==> src/rtl/viterbi_pkg.sv <==
// Shared definitions for the 4-state, K=3, rate-1/2 Viterbi ACS controller:
// trellis size, default metric width, controller FSM states, branch-label
// lookup and predecessor mapping.
package viterbi_pkg;

    localparam int NUM_STATES = 4;
    localparam int PM_W_DEF   = 7;

    // Controller sequencing states
    typedef enum logic [1:0] {
        ST_IDLE = 2'd0,
        ST_RUN  = 2'd1,
        ST_DONE = 2'd2
    } state_t;

    // Branch labels, packed s3..s0, two bits per state.
    // pred1 labels: s0=00 s1=10 s2=11 s3=01
    // pred2 labels: s0=11 s1=01 s2=00 s3=10
    localparam logic [7:0] LABEL_P1_TBL = {2'b01, 2'b11, 2'b10, 2'b00};
    localparam logic [7:0] LABEL_P2_TBL = {2'b10, 2'b00, 2'b01, 2'b11};

    // Code label on the branch into state s from pred1 (sel=0) or pred2 (sel=1)
    function automatic logic [1:0] branch_label(input logic [1:0] s, input logic sel);
        logic [7:0] tbl;
        tbl = sel ? LABEL_P2_TBL : LABEL_P1_TBL;
        return tbl[2*s +: 2];
    endfunction

    // Predecessor of state s: pred1={s[0],0}, pred2={s[0],1}
    function automatic logic [1:0] pred_of(input logic [1:0] s, input logic sel);
        return {s[0], sel};
    endfunction

endpackage

==> src/rtl/acs_decide.sv <==
// Combinational add-compare-select for one trellis state.
// Candidates are formed at PM_W+1 bits; a tie keeps pred1 (decision 0).
// Optional feature macro: ACS_NORM_EN. When it is undefined the candidates
// saturate at 2^PM_W-1 before the compare, since no normalization keeps them
// in range; when defined, the scheduler's normalization guarantees no wrap.
module acs_decide
    import viterbi_pkg::*;
#(
    parameter int PM_W = PM_W_DEF
) (
    input  logic [1:0]      i_sym_data,
    input  logic [1:0]      i_state,
    input  logic [PM_W-1:0] i_pm1,
    input  logic [PM_W-1:0] i_pm2,
    output logic [PM_W-1:0] o_pm,
    output logic            o_dec
);

    localparam int CW = PM_W + 1;

    logic [1:0]    w_x1;
    logic [1:0]    w_x2;
    logic [1:0]    w_bm1;
    logic [1:0]    w_bm2;
    logic [CW-1:0] w_c1;
    logic [CW-1:0] w_c2;
    logic [CW-1:0] w_s1;
    logic [CW-1:0] w_s2;

    // Hamming branch metrics, candidate sums, optional saturation and select
    always_comb begin
        w_x1  = i_sym_data ^ branch_label(i_state, 1'b0);
        w_x2  = i_sym_data ^ branch_label(i_state, 1'b1);
        w_bm1 = {1'b0, w_x1[0]} + {1'b0, w_x1[1]};
        w_bm2 = {1'b0, w_x2[0]} + {1'b0, w_x2[1]};
        w_c1  = {1'b0, i_pm1} + {{(CW-2){1'b0}}, w_bm1};
        w_c2  = {1'b0, i_pm2} + {{(CW-2){1'b0}}, w_bm2};
`ifdef ACS_NORM_EN
        w_s1  = w_c1;
        w_s2  = w_c2;
`else
        w_s1  = (w_c1 > {1'b0, {PM_W{1'b1}}}) ? {1'b0, {PM_W{1'b1}}} : w_c1;
        w_s2  = (w_c2 > {1'b0, {PM_W{1'b1}}}) ? {1'b0, {PM_W{1'b1}}} : w_c2;
`endif
        o_dec = (w_s1 > w_s2);
        o_pm  = o_dec ? w_s2[PM_W-1:0] : w_s1[PM_W-1:0];
    end

endmodule

==> src/rtl/acs_scheduler.sv <==
// Time-multiplexed ACS controller for the 4-state Viterbi decoder.
// One symbol per trellis step; the shared acs_decide is swept over the four
// states in RUN, one per cycle, then the decision word is offered on a
// valid/ready port.
// Optional feature macro: ACS_NORM_EN (metric normalization by 2^(PM_W-1)).
//
// Handshakes: a transfer happens on a rising edge where valid && ready are
// both high. sym_ready is high only in IDLE; dec_valid is high only in DONE
// and the decision outputs are held stable until dec_ready accepts them.
module acs_scheduler
    import viterbi_pkg::*;
#(
    parameter int PM_W    = PM_W_DEF,
    parameter int INIT_PM = 32
) (
    input  logic                       clk,
    input  logic                       rst,
    input  logic                       sym_valid,
    output logic                       sym_ready,
    input  logic [1:0]                 sym_data,
    input  logic                       frame_start,
    output logic                       dec_valid,
    input  logic                       dec_ready,
    output logic [3:0]                 dec_bits,
    output logic [1:0]                 dec_best_state,
    output logic [PM_W-1:0]            pm_min,
    output logic [1:0]                 o_dbg_state,
    output logic [NUM_STATES*PM_W-1:0] o_dbg_pm
);

    localparam logic [PM_W-1:0] INIT_V = INIT_PM[PM_W-1:0];
`ifdef ACS_NORM_EN
    localparam logic [PM_W-1:0] HALF_V = {1'b1, {(PM_W-1){1'b0}}};
`endif

    state_t          r_state;
    state_t          w_state_nxt;
    logic [1:0]      r_cnt;
    logic [1:0]      r_sym;
    logic [PM_W-1:0] r_cur [NUM_STATES];
    logic [PM_W-1:0] r_nxt [NUM_STATES];
    logic [3:0]      r_dec_bits;
    logic [1:0]      r_best;
    logic [PM_W-1:0] r_pm_min;

    logic            w_sym_ready;
    logic            w_dec_valid;
    logic [PM_W-1:0] w_acs_pm;
    logic            w_acs_dec;
    logic [PM_W-1:0] w_new [NUM_STATES];
    logic [PM_W-1:0] w_min;
    logic [1:0]      w_best;
    logic [PM_W-1:0] w_sub;

    // Shared ACS datapath, addressed by the state counter; reads only from cur
    acs_decide #(.PM_W(PM_W)) u_acs (
        .i_sym_data (r_sym),
        .i_state    (r_cnt),
        .i_pm1      (r_cur[pred_of(r_cnt, 1'b0)]),
        .i_pm2      (r_cur[pred_of(r_cnt, 1'b1)]),
        .o_pm       (w_acs_pm),
        .o_dec      (w_acs_dec)
    );

    // FSM state register
    always_ff @(posedge clk) begin
        if (rst) r_state <= ST_IDLE;
        else     r_state <= w_state_nxt;
    end

    // FSM next-state and handshake outputs
    always_comb begin
        w_state_nxt = r_state;
        w_sym_ready = 1'b0;
        w_dec_valid = 1'b0;
        case (r_state)
            ST_IDLE: begin
                w_sym_ready = 1'b1;
                if (sym_valid) w_state_nxt = ST_RUN;
            end
            ST_RUN: begin
                if (r_cnt == 2'd3) w_state_nxt = ST_DONE;
            end
            ST_DONE: begin
                w_dec_valid = 1'b1;
                if (dec_ready) w_state_nxt = ST_IDLE;
            end
            default: w_state_nxt = ST_IDLE;
        endcase
    end

    // New-metric view for the final RUN cycle: state 3 comes straight from the ACS
    always_comb begin
        for (int i = 0; i < NUM_STATES; i++) w_new[i] = r_nxt[i];
        w_new[NUM_STATES-1] = w_acs_pm;
        w_min  = w_new[0];
        w_best = 2'd0;
        for (int i = 1; i < NUM_STATES; i++) begin
            if (w_new[i] < w_min) begin
                w_min  = w_new[i];
                w_best = 2'(i);
            end
        end
`ifdef ACS_NORM_EN
        w_sub = (w_min >= HALF_V) ? HALF_V : '0;
`else
        w_sub = '0;
`endif
    end

    // Metric banks, counter, symbol latch and decision registers
    always_ff @(posedge clk) begin
        if (rst) begin
            r_cnt      <= 2'd0;
            r_sym      <= 2'd0;
            r_dec_bits <= 4'd0;
            r_best     <= 2'd0;
            r_pm_min   <= '0;
            for (int i = 0; i < NUM_STATES; i++) begin
                r_cur[i] <= (i == 0) ? '0 : INIT_V;
                r_nxt[i] <= '0;
            end
        end else begin
            case (r_state)
                ST_IDLE: begin
                    if (sym_valid) begin
                        r_sym <= sym_data;
                        r_cnt <= 2'd0;
                        if (frame_start) begin
                            for (int i = 0; i < NUM_STATES; i++)
                                r_cur[i] <= (i == 0) ? '0 : INIT_V;
                        end
                    end
                end
                ST_RUN: begin
                    r_nxt[r_cnt]      <= w_acs_pm;
                    r_dec_bits[r_cnt] <= w_acs_dec;
                    r_cnt             <= r_cnt + 2'd1;
                    if (r_cnt == 2'd3) begin
                        for (int i = 0; i < NUM_STATES; i++)
                            r_cur[i] <= w_new[i] - w_sub;
                        r_pm_min <= w_min - w_sub;
                        r_best   <= w_best;
                    end
                end
                default: ;
            endcase
        end
    end

    // Output and debug mapping
    always_comb begin
        sym_ready      = w_sym_ready;
        dec_valid      = w_dec_valid;
        dec_bits       = r_dec_bits;
        dec_best_state = r_best;
        pm_min         = r_pm_min;
        o_dbg_state    = r_state;
        for (int i = 0; i < NUM_STATES; i++) o_dbg_pm[i*PM_W +: PM_W] = r_cur[i];
    end

endmodule

==> config.mk <==
export PLATFORM = sky130hd
export DESIGN_NAME = acs_scheduler
export DESIGN_NICKNAME = d
export VERILOG_FILES = /design/src/rtl/viterbi_pkg.sv /design/src/rtl/acs_decide.sv /design/src/rtl/acs_scheduler.sv
export SDC_FILE = /design/constraint.sdc
export NUM_CORES = 1
export LEC_CHECK = 0
export ABC_AREA = 1
export BUFFER_PORTS_ARGS = -buffer_cell sky130_fd_sc_hd__buf_2
export CORE_UTILIZATION = 41
export CTS_CLUSTER_DIAMETER = 150
export CTS_CLUSTER_SIZE = 40
export DETAILED_ROUTE_END_ITERATION = 10
export PLACE_DENSITY_LB_ADDON = 0.15
export SLEW_MARGIN = 10
export SYNTH_ARGS = -nofsm -noshare
export SYNTH_HDL_FRONTEND = slang
export SYNTH_HIERARCHICAL = 1
export SYNTH_SLANG_ARGS = --single-unit
export TNS_END_PERCENT = 1
==> constraint.sdc <==
create_clock -name clk -period 4.55 [get_ports clk]
set_input_delay 0.2275 -clock clk [delete_from_list [all_inputs] [get_ports clk]]
set_output_delay 0.2275 -clock clk [all_outputs]
set_load 0.03 [all_outputs]
After elaboration in Yosys (flattened, before gate mapping):

Memory sizes are Yosys's and may differ from the RTL's. A register that Yosys moved wholly into a read port is not among the register bits.
Index checks and enable logic that the tools add are counted.

* add/sub/neg operators: 5
* equal/unequal tests: 6
* shifts and indexed selects: 2
* order comparisons: 8
* muxes and demuxes: 49
* bitwise operators: 10
* reductions and logical operators: 8

Operator list (number)
* 7-bit two-way mux: 13
* 2-bit two-way mux: 11
* 7-bit less-than comparator: 3
* 1-bit two-way mux: 19
* 7-bit by 2-bit adder with 8-bit output: 2
* 8-bit by 7-bit greater-than comparator with 1-bit output, second input constant: 2
* 8-bit two-way mux: 2
* 8-bit by 4-bit indexed part select with 2-bit output, first input constant: 2
* 8-bit greater-than comparator: 1
* 1-bit OR: 8
* 7-bit OR reduction: 1
* 2-bit inequality test, second input constant: 3
* 2-bit one-hot mux with 3 select lines: 1
* 2-bit AND reduction: 3
* 1-bit by 1-bit adder with 2-bit output: 2
* 4-bit bitwise mux: 1
* 2-bit == test, second input constant: 2
* 2-bit one-hot mux with 2 select lines: 1
* 2-bit bitwise XOR: 2
* 2-bit by 3-bit less-than comparator with 1-bit output, second input constant: 1
* 3-bit AND reduction: 1
* 2-bit by 1-bit adder with 2-bit output, second input constant: 1
* 1-bit demux with 2-bit select: 1
* 2-bit by 1-bit == test with 1-bit output, second input constant: 1
* other kinds (4): 4

* register bits after elaboration: 19
* memories kept: 2
* memory bits (writable): 56
* output and inout port bits: 45
* bits of input ports: 7

Memory list
* r_cur: words 4, bits a word 7, rd ports 6, clocked after memory_dff 2, wr ports 4, line acs_scheduler.sv:40 `logic [PM_W-1:0] r_cur [NUM_STATES];`
* r_nxt: words 4, bits a word 7, rd ports 3, clocked after memory_dff 0, wr ports 4, line acs_scheduler.sv:41 `logic [PM_W-1:0] r_nxt [NUM_STATES];`

Depth between registers and ports, before layout:

Gate-level depths: netlist of the first run.

* word-level depth: 10
* gate-level depth with buffers: 31

By module:

The synthesis of the first run kept the hierarchy.

Modules (own cells, without submodules)
* acs_scheduler: times used 1, area an instance 3430.8 um^2, seq. area each 1801.7 um^2, cells each 380
* acs_decide: times used 1, area an instance 764.5 um^2, seq. area each 0.0 um^2, cells each 131

Worst setup path before layout of the first run:

No wires, ideal clock.

* kind: register to register
* start point: register (tool-made name)
* end point: register r_pm_min[0] (netlist: pm_min[0])
* arrival: 4182 ps
* path buffers: 1
* setup time: 113 ps
* stages on the path, launching flop included: 26
* setup slack: 255 ps
* required time: 4437 ps
* cell sequence: dfxtp_1 clkbuf_1 mux2_2 fa_1 ha_1 nand3_1 nor2_2 nand2_1 nand2_1 nand2_1 nand2_2 ha_1 nand2_1 nor2_2 nand2_1 nand2_2 nand2_4 nand2_1 nand2_1 ha_1 a21oi_1 nor2_1 a211oi_2 nand3_1 nand3_1 nand2_1

RTL lines
* to (signal assigned): line acs_scheduler.sv:142 `r_pm_min <= w_min - w_sub;`
* to (decl): line acs_scheduler.sv:44 `logic [PM_W-1:0] r_pm_min;`

==> results.txt, run 1 <==
The flow ran to the end, and the final reports show no timing, DRC or antenna violations. Among the stages of the critical path, the cell type that occurs most often is nand2_1. The placed wire-length estimate after detailed placement came out at 8620 um. In this run the tightest slew margin relative to its limit is 47.0%. The number of cells in the finished layout apart from fillers is 705. Measured along the y axis, the die boundary spans 103 um. The clock input transition at the sequential cells of the worst setup and hold paths came out at 80 ps. Once the clock tree was built, the setup fixing pass inserted 0 buffers. The core region is 9860 um^2. In this run, the combinational gates consume 32.5% of the power.

The x dimension of the die came out at 103 um. Summed over all layers, the global routing overflow is 0. The met1 usage in global routing came out at 27.3%. The post-route netlist has 21.3% of its cells at a drive strength greater than 1. The number of maximum-capacitance constraint violations came out at 0. In the final routed layout, each cell accounts on average for 15.4 um.

The cell count after synthesis is 511. The total negative slack came out at 0 ps. The first-pass detailed-route iteration total came out at 5. The number of pins exceeding their max-slew limit in the final report was 0. The longest clock path from root to sink contains 2 buffers. For this run, the number of Yosys warnings is 6. The post-placement cell area is 4600 um^2. The design internal power came out at 1.07 mW. The tree is rooted in a clkbuf_8. The count of state elements after synthesis came out at 69.

The pin count of the biggest net entering global routing is 22. The depth of the CTS H-tree is 3. Of the total power, the share spent switching nets is 37.8%. The worst hold-check path type is input pin to flop. The synthesized area per cell came out at 8.21 um^2.

The critical path in this run is classified as flop to flop. Registers are responsible for 41.3% of the overall power. The clock network burns 26.1% of the power. The worst setup path is launched from a flop. The final setup skew came out at 14.3 ps. Counting I/O delays and the setup requirement, the final critical path takes 4140 ps. The part of the cycle the worst path needs is 91.0%. TritonCTS built the clock tree. The number of hold-slack violations in the final timing report came out at 0. Global routing used 4.95% of the available met3 tracks. The total setup violations reported at the end of the flow came out at 0. The sort of element at the end of the critical path is a flop.

The floorplan row count came out at 36. Global routing consumed, on the met2 layer, 38.4% of the routing resources. The number of antenna violations at the first check in global routing is 0. The clock latency on the worst-skew pair is 350 ps. The total of hold buffers inserted after clock tree synthesis came out at 0. The analysis attributes to cell leakage a power of 2.31 nW. The number of buffer cells added on primary ports is 51. Based on the critical path, the design can be clocked at up to 242 MHz. After routing the design area is 4790 um^2. The number of unique standard cell types used by synthesis is 37. The antenna diode instance count is 0. The via count is 3,514.

The via count of the first global-routing pass is 3,315. The global routing stage identified its most utilized layer as met2. Setup repair after global routing left no endpoint under its margin. The measured slew at the worst slew-check pin is 795 ps. The die covers 10,600 um^2. The maximum fanout along the worst path came out at 9. Measured on the finished design, the core utilization comes to 48.6%. The cell area that synthesis handed to floorplanning was 4200 um^2. At the end of routability-driven placement, the weighted congestion stood at 0.981. The net total in the final layout is 607. The cell with the largest stage delay on the worst path is fa_2.

The number of sinks driven by the clock tree is 69. The first-pass GRT wire length is 16,900 um. The number of nets produced by synthesis is 551.

The relative area change from synthesis to final layout came out at 14.2%. The largest single stage delay on the critical path is 430 ps. The initial cell density of the core came out at 42.5%. The analysis attributes to net switching a power of 649 uW. The detailed-route vias per instance is 4.98. The global-route usage over all layers is 22.0%. The post-cts repair resize count came out at 0.

In this run the remaining antenna-violating nets after routing total 0. The number of top-level pins came out at 52. TritonCTS created 9 clock buffers. At the worst endpoint, the required time is 4850 ps. The post-detailed-routing wire length is 10,900 um. The worst-case IR drop observed on VDD is 0.000198 V.

The number of placed instances, taps included is 689. The arrival time at the worst endpoint came out at 4440 ps. In this run the power density over the cells is 359 nW/um^2. The violation count after the first detailed-routing iteration is 187. The DRC violation count after routing came out at 0. The part of the Yosys area used for sequential elements came out at 42.9%.
==> state kept, by name, indices dropped and copies added, names as in the netlist, named ones only <==
register	flops
r_cnt	2
r_sym	2
r_nxt	21
dec_best_state	2
dec_bits	4
o_dbg_state	2
r_cur	28
pm_min	7
==> power by group through the flow <==
stage                     Sequential, mW  Combinational, mW  Clock [mW]
after floorplan                    0.738              0.392           0
after global placement             0.723              0.543           0
after detailed placement           0.724              0.551           0
after CTS                          0.709              0.553       0.461
after global routing               0.714              0.632       0.487
final                              0.711              0.559       0.449
==> worst max-delay path: cells and delay by family (launching register included) <==
kind,cells,cell delay [ps]
and+or+nand+nor,15,1390
DFF,1,380
buffers and inverters,3,430
muxes,1,360
adders and majority gates,4,1250
AOI/OAI and AO/OA,2,270
==> worst paths after layout <==
| path | start | endpoint | slack, ps | cells after the start |
|---|---|---|---|---|
| worst max-delay path | flop | pm_min[1] | 410 | 25 |
| worst min-delay path | sym_data[1] | r_sym[1] | 130 | 3 |
| worst max register to register | flop | pm_min[1] | 410 | 25 |
| worst min register to register | pm_min[2] | pm_min[2] | 460 | 2 |
==> cells in the final DEF (no fill, tap or decap), types with 2 or more instances in the layout <==
| cell | count |
|---|---|
| xor2_1 | 2 |
| o21ai_2 | 3 |
| nand4_4 | 2 |
| buf_4 | 3 |
| o21ai_0 | 12 |
| clkbuf_8 | 9 |
| dfxtp_2 | 3 |
| edfxtp_1 | 42 |
| inv_6 | 2 |
| nand2_2 | 11 |
| clkinv_2 | 2 |
| conb_1 | 2 |
| nor2_1 | 50 |
| nor2_2 | 4 |
| nand2_4 | 3 |
| nand2_1 | 144 |
| a21oi_1 | 17 |
| nand3_1 | 43 |
| mux2_2 | 14 |
| inv_2 | 2 |
| nor3_1 | 7 |
| clkinvlp_4 | 3 |
| nor2_4 | 2 |
| o22ai_1 | 2 |
| ha_1 | 30 |
| buf_2 | 51 |
| dfxtp_1 | 24 |
| xnor2_1 | 3 |
| o21ai_1 | 2 |
| inv_1 | 64 |
==> cell type report <==
class                      instances  area (um^2)
fill                             981         5070
multi-input combinational        367         2120
sequential                        69         1810
timing repair buffer              54          278
inverter                          66          248
tap                              133          166
clock buffer                       9          124
clock inverter                     7         50.0
==> synth_stat cells, drive strengths merged <==
cell | n | area share (%)
nand2 | 158 | 15
inv | 66 | 5.9
nor2 | 56 | 5.5
nand3 | 44 | 5.4
edfxtp | 42 | 30
ha | 31 | 9.2
dfxtp | 27 | 13
a21oi | 18 | 2.4
o21ai | 17 | 2.3
mux2 | 14 | 3.8
nor3 | 7 | 0.83
clkbuf | 6 | 0.54
nand4 | 4 | 1.5
xnor2 | 4 | 0.83
buf | 3 | 0.48
a211oi | 2 | 0.48
conb | 2 | 0.18
fa | 2 | 0.95
o22ai | 2 | 0.30
xor2 | 2 | 0.42
a21o | 1 | 0.18
a22o | 1 | 0.21
a32o | 1 | 0.24
or2 | 1 | 0.15
==> logic make-up (layout without fill, tap and decap cells) <==
| family | after synthesis | after routing | share of synthesized area [%] |
|---|---|---|---|
| other cells | 2 | 2 | 0.179 |
| compound gates | 42 | 42 | 6.11 |
| flops | 69 | 69 | 42.9 |
| fa+ha+maj | 33 | 33 | 10.2 |
| simple gates | 270 | 270 | 28.6 |
| mux | 14 | 14 | 3.76 |
| buf+inv | 75 | 136 | 6.92 |
| xor+xnor | 6 | 6 | 1.25 |
==> per-layer routing <==
layer / share of wire [%] / vias to the layer above
li1: - / 1770
met1: 45 / 1648
met2: 50 / 85
met3: 4.9 / 11
met4: 0.92 / 0
met5: 0 / -
==> through the flow <==
step                      worst slack (ps)  total power [mW]  hold slack, ps
after floorplan                        255              1.13             391
after global placement                 203              1.27             439
after detailed placement               144              1.27             444
after CTS                              117              1.72             113
after global routing                  3.17              1.83             132
final                                  410              1.72             126
Note: power is estimated with default switching activity, not from simulation.
==> run 2: changes to the inputs <==
BUFFER_PORTS_ARGS = -buffer_cell sky130_fd_sc_hd__clkbuf_2   (was -buffer_cell sky130_fd_sc_hd__buf_2)
PLACE_DENSITY_LB_ADDON = 0.12   (was 0.15)
==> run 2 against run 1 <==
Count of clock-buffer cells in the layout unchanged. Highest routed layer unchanged. Critical path depth up 1. Clock power is 12% higher. Register-to-register slack got worse by 60 ps. Non-clock buffer count is 1 higher. Global-route usage is 0.67 points lower. Sequential power is essentially flat. Design area increased by 0.47%. Via count rose by 0.14%. Die area unchanged. Critical path type unchanged. Routed wire length shrank 0.64%.
==> results.txt, run 2 (synthesized netlist as in run 1, its figures left out) <==
The flow ran to the end, and the final reports show no timing, DRC or antenna violations. The power density over cell area is 369 nW/um^2 (+3.0%). The number of antenna violations at the first check in global routing is 0 (unchanged). The part of the cycle the worst path needs is 92.3% (+1.3 points). The detailed-route vias per instance is 4.98 (about the same).

The total power came out at 1.78 mW (+3.5%). The antenna diode instance count came to 0 (unchanged). In the layout the commonest cells are nand2_1 (144), inv_1 (64), clkbuf_2 (51), nor2_1 (50), nand3_1 (43). The number of buffer cells added on primary ports is 51 (unchanged). The fraction of final layout cells sized beyond drive strength 1 came to 21.1% (-0.21 points). The number of hold-slack violations in the final timing report came out at 0 (unchanged). The DRC violation count after routing is 0 (unchanged). The final setup skew is 8.95 ps (-5.38 ps). The maximum clock frequency is 238 MHz (-1.4%). The area growth from synthesis to layout is 14.8%. The aggregate global routing overflow is 0 (unchanged). The worst setup path is of the flop to flop kind.

The net total in the final layout came to 608 (+0.16%). The post-route antenna net violation count came out at 0 (unchanged). The count of filler cells inserted in the layout is 974 (-0.71%). The endpoint required time on the critical path is 4840 ps (about the same). The minimum clock period after layout is 4200 ps (+57.9 ps). The worst-case register-to-register setup slack is 350 ps (-60 ps). Setup repair after global routing left no endpoint under its margin. The x dimension of the die is 103 um (unchanged). The clock input transition at the sequential cells of the worst setup and hold paths is 80 ps (about the same). The measured slew at the worst slew-check pin is 740 ps (-54.7 ps). The clock latency on the worst-skew pair came out at 350 ps (about the same). The root buffer cell chosen for the clock tree is clkbuf_8.

Leaving out fill and tap cells, the most frequent cell in the layout is nand2_1. The floorplan row count is 36 (unchanged). The per-cell routed wire length came out at 15.3 um (-0.78%). The peak supply drop is 0.000174 V (-12%). The buffer levels on the longest clock path was 2 (unchanged). The number of sinks driven by the clock tree came out at 69 (unchanged). The worst setup path is captured at a flop.

The number of maximum-capacitance constraint violations is 0 (unchanged). The register with the highest flop count is r_cur. The depth of the CTS H-tree is 3 (unchanged). The final worst slack came out at 353 ps (-57.9 ps). The total leakage power is 2.31 nW (-0.11%).

The violation count after the first detailed-routing iteration is 237 (+27%). The total negative slack was 0 ps (unchanged). The number of setup buffers added after CTS is 0 (unchanged). The placed wire-length estimate after detailed placement came out at 8500 um (-1.3%). TritonCTS built the clock tree. The core area was 9860 um^2 (unchanged). The flip-flop count of the largest register, all copies and words added is 28 (unchanged). The post-placement cell area came to 4600 um^2 (+0.16%). The final estimated routing congestion in global placement was 0.911 (-7.2%). The first-pass GRT wire length is 16,400 um (-3.3%). The clock buffer count from CTS came out at 9 (unchanged). The number of pins exceeding their max-slew limit in the final report is 0 (unchanged). The post-detailed-routing wire length came to 10,800 um (-0.64%). The total die area is 10,600 um^2 (unchanged). The pin count of the biggest net entering global routing is 22 (unchanged). The category of the worst setup path launch point is a flop. The global-route usage over all layers is 21.3% (-0.67 points). The worst-case headroom to the max-slew limit is 50.6% (+3.6 points). The first-pass detailed-route iteration total came out at 5 (unchanged). The arrival time at the worst endpoint came out at 4480 ps (+40 ps). The via count came out at 3,519 (+0.14%).

The pre-CTS worst setup slack came out at 174 ps (+29.9 ps). The via count of the first global-routing pass came out at 3,201 (-3.4%). The number of top-level pins came to 52 (unchanged). The total setup violations reported at the end of the flow is 0 (unchanged). The initial cell density of the core came out at 42.5% (unchanged). The maximum fanout along the worst path is 9 (unchanged). In this run the worst hold path is classified as input pin to flop.

The die boundary height is 103 um (unchanged). The area of all placed cells without fillers is 4810 um^2 (+0.47%).
==> run 2: cell types whose count changed in the layout (fill, tap and decap cells not counted), moves of 2 or more <==
cell	before	now
clkinvlp_4	3	1
clkinv_4	0	2
clkbuf_2	0	51
o21ai_0	12	10
buf_2	51	0
o21ai_1	2	4
==> run 2: timing repair <==
item | 4_1_cts | 5_1_grt
setup endpoints to repair | 0 | 9
gates resized for setup | 0 | 8
hold buffers | 0 | 0
==> run 2: cell type report <==
cell class / instances / area (um^2) / area share (%)
multi-input combinational: 367 / 2110 / 43.9
sequential: 69 / 1800 / 37.5
timing repair buffer: 55 / 285 / 5.93
inverter: 66 / 248 / 5.15
tap: 133 / 166 / 3.46
clock buffer: 9 / 124 / 2.57
clock inverter: 7 / 73.8 / 1.53
==> run 2: worst paths after layout <==
path	depth (start not counted)	to	start
max	26	pm_min[2]	flop
max reg2reg	26	pm_min[2]	flop
min	3	r_sym[1]	sym_data[1]
min reg2reg	2	pm_min[2]	pm_min[2]
==> run 2: metrics by stage <==
| step | util [%] | cells | hold slack [ps] |
|---|---|---|---|
| floorplan | - | 511 | 391 |
| global placement | 46.7 | 690 | 441 |
| detailed placement | 46.7 | 690 | 444 |
| CTS | 48.7 | 706 | 125 |
| global route | 48.8 | 706 | 147 |
| finish | 48.8 | 706 | 134 |
==> run 2: per-layer routing <==
layer  share of wire, %  global-route usage (%)  vias up  wire [um]
li1                   -                       -     1781          -
met1                 45                    27.4     1641       4880
met2                 49                    36.8       87       5300
met3                4.4                    3.73       10        479
met4                1.4                    6.18        0        148
met5                  0                       0        -          0
==> run 2: power by group <==
group	switching, mW	total, mW	internal, mW
registers	0.0205	0.710	0.690
clock network	0.247	0.502	0.255
logic	0.382	0.567	0.185
total	0.650	1.78	1.13
==> run 2: critical path, cell delays in order, from the launching register on <==
cell      delay, ps
dfxtp_1         390
mux2_2          370
fa_1            500
ha_1            240
nand3_1         120
nor2_2           60
nand2_1          50
nand2_1          50
nand2_1          60
nand2_2          60
ha_1            280
nand2_1          70
nor2_2          180
nand2_1         120
nand2_4         130
nand2_4         100
nand2_1          80
nand2_1         100
ha_1            330
a21oi_1         130
nor2_1           60
a211oi_2        130
buf_4           190
nand2_4          90
nand2_1          70
nand3_1          70
nand2_1          90
